$ cat config.mk
export PLATFORM = sky130hd
export DESIGN_NAME = imem_loader
export DESIGN_NICKNAME = d
export VERILOG_FILES = /design/src/rtl/loader_pkg.sv /design/src/rtl/word_packer.sv /design/src/rtl/imem_loader.sv
export SDC_FILE = /design/constraint.sdc
export NUM_CORES = 1
export LEC_CHECK = 0
export CAP_MARGIN = 5
export CORE_AREA = 2 2 119 121
export DETAILED_ROUTE_END_ITERATION = 10
export DIE_AREA = 0 0 121 123
export PLACE_DENSITY_LB_ADDON = 0.12
export REMOVE_ABC_BUFFERS = 1
export SLEW_MARGIN = 5
export SYNTH_ARGS = -nofsm -noshare
export SYNTH_HDL_FRONTEND = slang
export SYNTH_SLANG_ARGS = --single-unit
$ cat constraint.sdc
create_clock -name clk -period 2.9 [get_ports clk]
set_input_delay 0.58 -clock clk [delete_from_list [all_inputs] [get_ports clk]]
set_output_delay 0.58 -clock clk [all_outputs]
set_load 0.03 [all_outputs]
$ cat src/rtl/loader_pkg.sv
// Shared types and widths for the instruction-memory boot loader.
// Used by imem_loader and word_packer via import loader_pkg::*.
package loader_pkg;

    typedef enum logic [2:0] {
        S_CNT_HI,
        S_CNT_LO,
        S_DATA,
        S_CSUM,
        S_DONE,
        S_ERR
    } loader_state_t;

    localparam int CNT_W  = 16;
    localparam int CSUM_W = 8;

    // States in which the loader takes bytes from the link.
    function automatic logic takes_bytes(loader_state_t s);
        return (s == S_CNT_HI) || (s == S_CNT_LO) ||
               (s == S_DATA)   || (s == S_CSUM);
    endfunction

endpackage

$ cat src/rtl/word_packer.sv
// Packs a byte stream into big-endian 32-bit words.
// Ports: clk, reset (async active-low), clear, push, din[7:0] -> word[31:0], word_valid.
import loader_pkg::*;

module word_packer (
    input  logic        clk,
    input  logic        reset,
    input  logic        clear,
    input  logic        push,
    input  logic [7:0]  din,
    output logic [31:0] word,
    output logic        word_valid
);

    logic [23:0] sh;
    logic [1:0]  cnt;

    // The 4th byte completes the word combinationally so the
    // owner can register it on the same edge it is accepted.
    assign word       = {sh, din};
    assign word_valid = push && (cnt == 2'd3);

    always_ff @(posedge clk or negedge reset) begin
        if (!reset) begin
            sh  <= '0;
            cnt <= '0;
        end else if (clear) begin
            sh  <= '0;
            cnt <= '0;
        end else if (push) begin
            sh  <= {sh[15:0], din};
            cnt <= cnt + 2'd1;
        end
    end

endmodule

$ cat src/rtl/imem_loader.sv
// Boot loader: byte frame (count, data, checksum) -> sequential imem word writes.
// Ports: clk, reset(n), in_valid/in_data/in_ready, mem_we/addr/wd, cpu_reset, done, error.
import loader_pkg::*;

module imem_loader #(
    parameter int AW        = 14,
    parameter int MAX_WORDS = 16384,
    parameter int TIMEOUT   = 100000
) (
    input  logic          clk,
    input  logic          reset,
    input  logic          in_valid,
    input  logic [7:0]    in_data,
    output logic          in_ready,
    output logic          mem_we,
    output logic [AW-1:0] mem_addr,
    output logic [31:0]   mem_wd,
    output logic          cpu_reset,
    output logic          done,
    output logic          error
);

    // Idle counter only has to reach TIMEOUT-1.
    localparam int TW = (TIMEOUT > 1) ? $clog2(TIMEOUT) : 1;

    loader_state_t     state;
    loader_state_t     state_n;
    logic [7:0]        cnt_hi;
    logic [CNT_W-1:0]  n_words;
    logic [CNT_W-1:0]  widx;
    logic [CNT_W-1:0]  n_rx;
    logic [CSUM_W-1:0] sum;
    logic [CSUM_W-1:0] sum_n;
    logic [TW-1:0]     idle;
    logic              acc;
    logic              counting;
    logic              timeout_hit;
    logic              push;
    logic [31:0]       word;
    logic              wv;

    assign acc      = in_valid && in_ready;
    assign n_rx     = {cnt_hi, in_data};
    assign sum_n    = sum + in_data;
    assign push     = acc && (state == S_DATA);
    assign counting = (state == S_CNT_LO) || (state == S_DATA) ||
                      (state == S_CSUM);

    assign timeout_hit = (TIMEOUT != 0) && counting && !acc &&
                         (idle == TW'(TIMEOUT - 1));

    assign done      = (state == S_DONE);
    assign error     = (state == S_ERR);
    assign cpu_reset = (state != S_DONE);

    // Leaving S_DATA (normally or by timeout) drops any partial word.
    word_packer u_pack (
        .clk        (clk),
        .reset      (reset),
        .clear      (state != S_DATA),
        .push       (push),
        .din        (in_data),
        .word       (word),
        .word_valid (wv)
    );

    always_comb begin
        state_n = state;
        unique case (state)
            S_CNT_HI: begin
                if (acc) state_n = S_CNT_LO;
            end
            S_CNT_LO: begin
                if (acc) begin
                    if (n_rx == '0 || 32'(n_rx) > MAX_WORDS)
                        state_n = S_ERR;
                    else
                        state_n = S_DATA;
                end
            end
            S_DATA: begin
                if (wv && widx == n_words - 1'b1) state_n = S_CSUM;
            end
            S_CSUM: begin
                if (acc) state_n = (sum_n == '0) ? S_DONE : S_ERR;
            end
            S_DONE: state_n = S_DONE;
            S_ERR:  state_n = S_ERR;
            default: state_n = S_ERR;
        endcase
        if (timeout_hit) state_n = S_ERR;
    end

    always_ff @(posedge clk or negedge reset) begin
        if (!reset) begin
            state    <= S_CNT_HI;
            in_ready <= 1'b0;
            mem_we   <= 1'b0;
            mem_addr <= '0;
            mem_wd   <= '0;
            cnt_hi   <= '0;
            n_words  <= '0;
            widx     <= '0;
            sum      <= '0;
            idle     <= '0;
        end else begin
            state    <= state_n;
            in_ready <= takes_bytes(state_n);
            mem_we   <= wv;

            if (wv) begin
                mem_wd   <= word;
                mem_addr <= widx[AW-1:0];
                widx     <= widx + 1'b1;
            end

            if (acc && state == S_CNT_HI) cnt_hi  <= in_data;
            if (acc && state == S_CNT_LO) n_words <= n_rx;
            if (push)                     sum     <= sum_n;

            if (acc || !counting)
                idle <= '0;
            else if (!timeout_hit)
                idle <= idle + 1'b1;
        end
    end

endmodule

==> flow_summary.json <==
{
  "synth_edf_count": 0,
  "diodes": 0,
  "num_rows": 43,
  "wl_per_cell_um": 15.8,
  "p_sw_mw": 1.72,
  "p_int_mw": 4.20,
  "path_max_fanout": 3,
  "tightest_slew_ns": 0.737,
  "maxCapViolCount": 0,
  "cts_setup_buffers": 0,
  "syn_area_um2": 6630,
  "start_kind": "primary input",
  "grt.met1_usage": 0.273,
  "ant_nets": 0,
  "period_needed_ns": 2.57,
  "setup_ws_ns": 0.330,
  "design.core.area_um2": 13600,
  "hold_buffers": 0,
  "dr_total_vias": 4567,
  "critPathKind": "primary input to flop",
  "crit_chain": "clkdlybuf4s50_1, ha_1, fa_1, nand3_1, nand2_1, xnor2_1, nand3_1, o41ai_1, o211ai_2",
  "pre_cts_slack_ns": -0.102,
  "use_met3": 0.0484,
  "crit_path_top_delay_cell": "clkdlybuf4s50_1",
  "ioPinCount": 62,
  "vias_per_cell": 5.39,
  "root_buffer": "clkbuf_16",
  "clockBufferDepth": 2,
  "final_hold_viol_count": 0,
  "cts_sinks": 142,
  "port_buffers": 61,
  "crit_path_max_incr_delay_ns": 0.46,
  "dp_hpwl_mm": 9.08,
  "ys_types": 60,
  "syn_area_per_cell_um2": 11.4,
  "grt_util_all_layers": 0.195,
  "outcome": "finished, final reports clean",
  "grt_pass1_vias": 4517,
  "routed_wl_mm": 13.4,
  "clock_skew_ns": 0.00796,
  "antenna_found_initial": 0,
  "min_path_type": "primary input to async pin",
  "dieHeight_um": 123,
  "setup_viol": 0,
  "drt_iter0_drc": 208,
  "floorplan.initialDensity": 0.487,
  "combinationalPowerShare": 0.189,
  "rsz0062_at_grt": "false",
  "arrival_ns": 2.85,
  "ys_seq_elements": 142,
  "seq_power_share": 0.413,
  "switching_share": 0.291,
  "h-tree-depth": 4,
  "synthCells": 583,
  "cts_buffers": 17,
  "area.growth.synth_to_final_pct": 22.9,
  "grt_max_degree": 67,
  "worstPathRequired_ns": 3.18,
  "gr-total-overflow": 0,
  "ys_seq_area_frac": 0.536,
  "yosysWarningCount": 0,
  "grt_first_pass_wirelength_mm": 22.7,
  "async_flop_share": 1.00,
  "p_leak_nw": 3.70,
  "drive_gt1_frac": 0.106,
  "post-route-period-util": 0.886,
  "gp_congestion": 0.876,
  "cts_resized": 0,
  "synth_top_flop_cell": "dfrtp_1",
  "clk_latency_ns": 0.42,
  "fp.dieW_um": 121,
  "grt-busiest-layer": "met2",
  "nNetsFinal": 678,
  "cts_tree": "built",
  "p_clk_frac": 0.398,
  "power_density_nw_per_um2": 726,
  "cp_common_cell": "nand3_1",
  "slew_violations": 0,
  "clkTransAtPathRegs_ns": 0.06,
  "grt.met2_usage": 0.296,
  "ir_drop_v": 0.000506,
  "fin_hold_ws_ns": 0.163,
  "fillers": 1124,
  "drcViolationCount": 0,
  "drtPass1Iterations": 4,
  "die_area_um2": 14900,
  "slew_headroom": 0.505,
  "end_kind": "flop",
  "max_freq_ghz": 0.389
}
-- synth_stat cells, types with 11 or more instances --
cell	n	share of area
xor2_1	25	0.033
ha_1	11	0.021
nor3_1	11	0.0083
nand4_1	14	0.013
nand3_1	14	0.011
xnor2_1	28	0.037
nor2_1	32	0.018
mux2_1	67	0.11
a21oi_1	39	0.029
clkbuf_1	15	0.0085
nand2_1	75	0.042
dfrtp_1	142	0.54
-- state kept, by name (all words and copies together) (netlist names), 3 cells and up --
register	cells
idle	17
cnt_hi	8
mem_wd	32
widx	16
n_words	16
mem_addr	14
u_pack.sh	24
sum	8
state	3
-- placed cells by master, fill, tap and decap left out, types with 3 or more instances in the layout --
cell	Yosys	final
nor2b_1	3	3
o21ai_0	5	5
and2_1	3	3
nand4_1	14	14
nand2b_1	3	3
buf_4	0	18
inv_1	6	6
and4_1	4	4
xnor2_1	28	28
ha_1	11	11
nor4_1	6	6
mux2_1	67	67
o21ai_1	6	6
bufinv_16	0	5
dfrtp_1	142	142
and3_1	6	6
clkinv_4	0	3
clkdlybuf4s50_1	0	60
mux2_2	8	8
nand3_1	14	14
nor3_1	11	11
clkinv_2	0	3
nand2_1	75	75
nor2_1	32	32
a21oi_1	39	39
clkbuf_16	0	17
xor2_1	25	25
or3_1	5	5
-- per-stage QoR --
stage	instance area, um^2	setup TNS, ns	utilization	total power [mW]	cells
after floorplan	6510	-1.21	-	3.22	556
after global placement	7500	-0.00599	0.551	3.56	816
after detailed placement	7500	-0.102	0.551	3.60	816
after CTS	8150	0	0.599	5.98	848
after global routing	8150	0	0.599	6.23	848
final	8150	0	0.599	5.92	848
-- critical path, delay by kind of cell --
family                     cells  cell delay, ns
and+or+nand+nor                3            0.34
AOI/OAI and AO/OA              2            0.58
buffers and inverters          1            0.46
xor gates and xnor gates       1            0.22
adders and majority gates      2            0.68
-- final cells by class --
| type | count | area (um^2) | area share |
|---|---|---|---|
| clock buffer | 18 | 429 | 0.0527 |
| tap | 180 | 225 | 0.0276 |
| inverter | 7 | 26.3 | 0.00322 |
| timing repair buffer | 80 | 767 | 0.0941 |
| multi-input combinational | 407 | 2930 | 0.360 |
| clock inverter | 14 | 215 | 0.0264 |
| sequential | 142 | 3550 | 0.436 |
-- final timing paths --
| path | startpoint | endpoint | slack [ns] | cells after the start |
|---|---|---|---|---|
| max | in_data[0] | state[0]$_DFF_PN0_ | 0.33 | 9 |
| max reg2reg | state[2]$_DFF_PN0_ | state[0]$_DFF_PN0_ | 0.52 | 6 |
| min | reset | mem_addr[5]$_DFFE_PN0P_ | 0.16 | 1 |
| min in group clk | u_pack.sh[20]$_DFFE_PN0P_ | mem_wd[28]$_DFFE_PN0P_ | 0.49 | 1 |
| min reg2reg | u_pack.sh[20]$_DFFE_PN0P_ | mem_wd[28]$_DFFE_PN0P_ | 0.49 | 1 |
| max in group asynchronous | reset | u_pack.sh[16]$_DFFE_PN0P_ | 2.03 | 2 |
-- kinds of logic (layout without fill, tap and decap cells) --
| family | Yosys count | after routing | synth area share |
|---|---|---|---|
| muxes | 77 | 77 | 0.130 |
| adders and majority gates | 12 | 12 | 0.0238 |
| and+or+nand+nor | 194 | 194 | 0.149 |
| buffers and inverters | 34 | 119 | 0.0221 |
| xor gates and xnor gates | 53 | 53 | 0.0700 |
| AOI/OAI and AO/OA | 71 | 71 | 0.0687 |
| DFF | 142 | 142 | 0.536 |
-- routing by layer --
layer / part of all wire / up-vias
met5: 0 / -
met3: 0.037 / 17
li1: - / 2203
met2: 0.47 / 87
met4: 0.017 / 0
met1: 0.48 / 2260
-- power groups by stage --
stage          clock network, mW  logic (mW)  registers, mW
6_report                    2.35        1.12           2.44
5_1_grt                     2.52        1.23           2.48
4_1_cts                     2.41        1.13           2.44
3_5_place_dp                   0        1.12           2.48
3_3_place_gp                   0        1.08           2.47
2_1_floorplan                  0       0.808           2.41
Note: power is estimated with default switching activity, not from simulation.
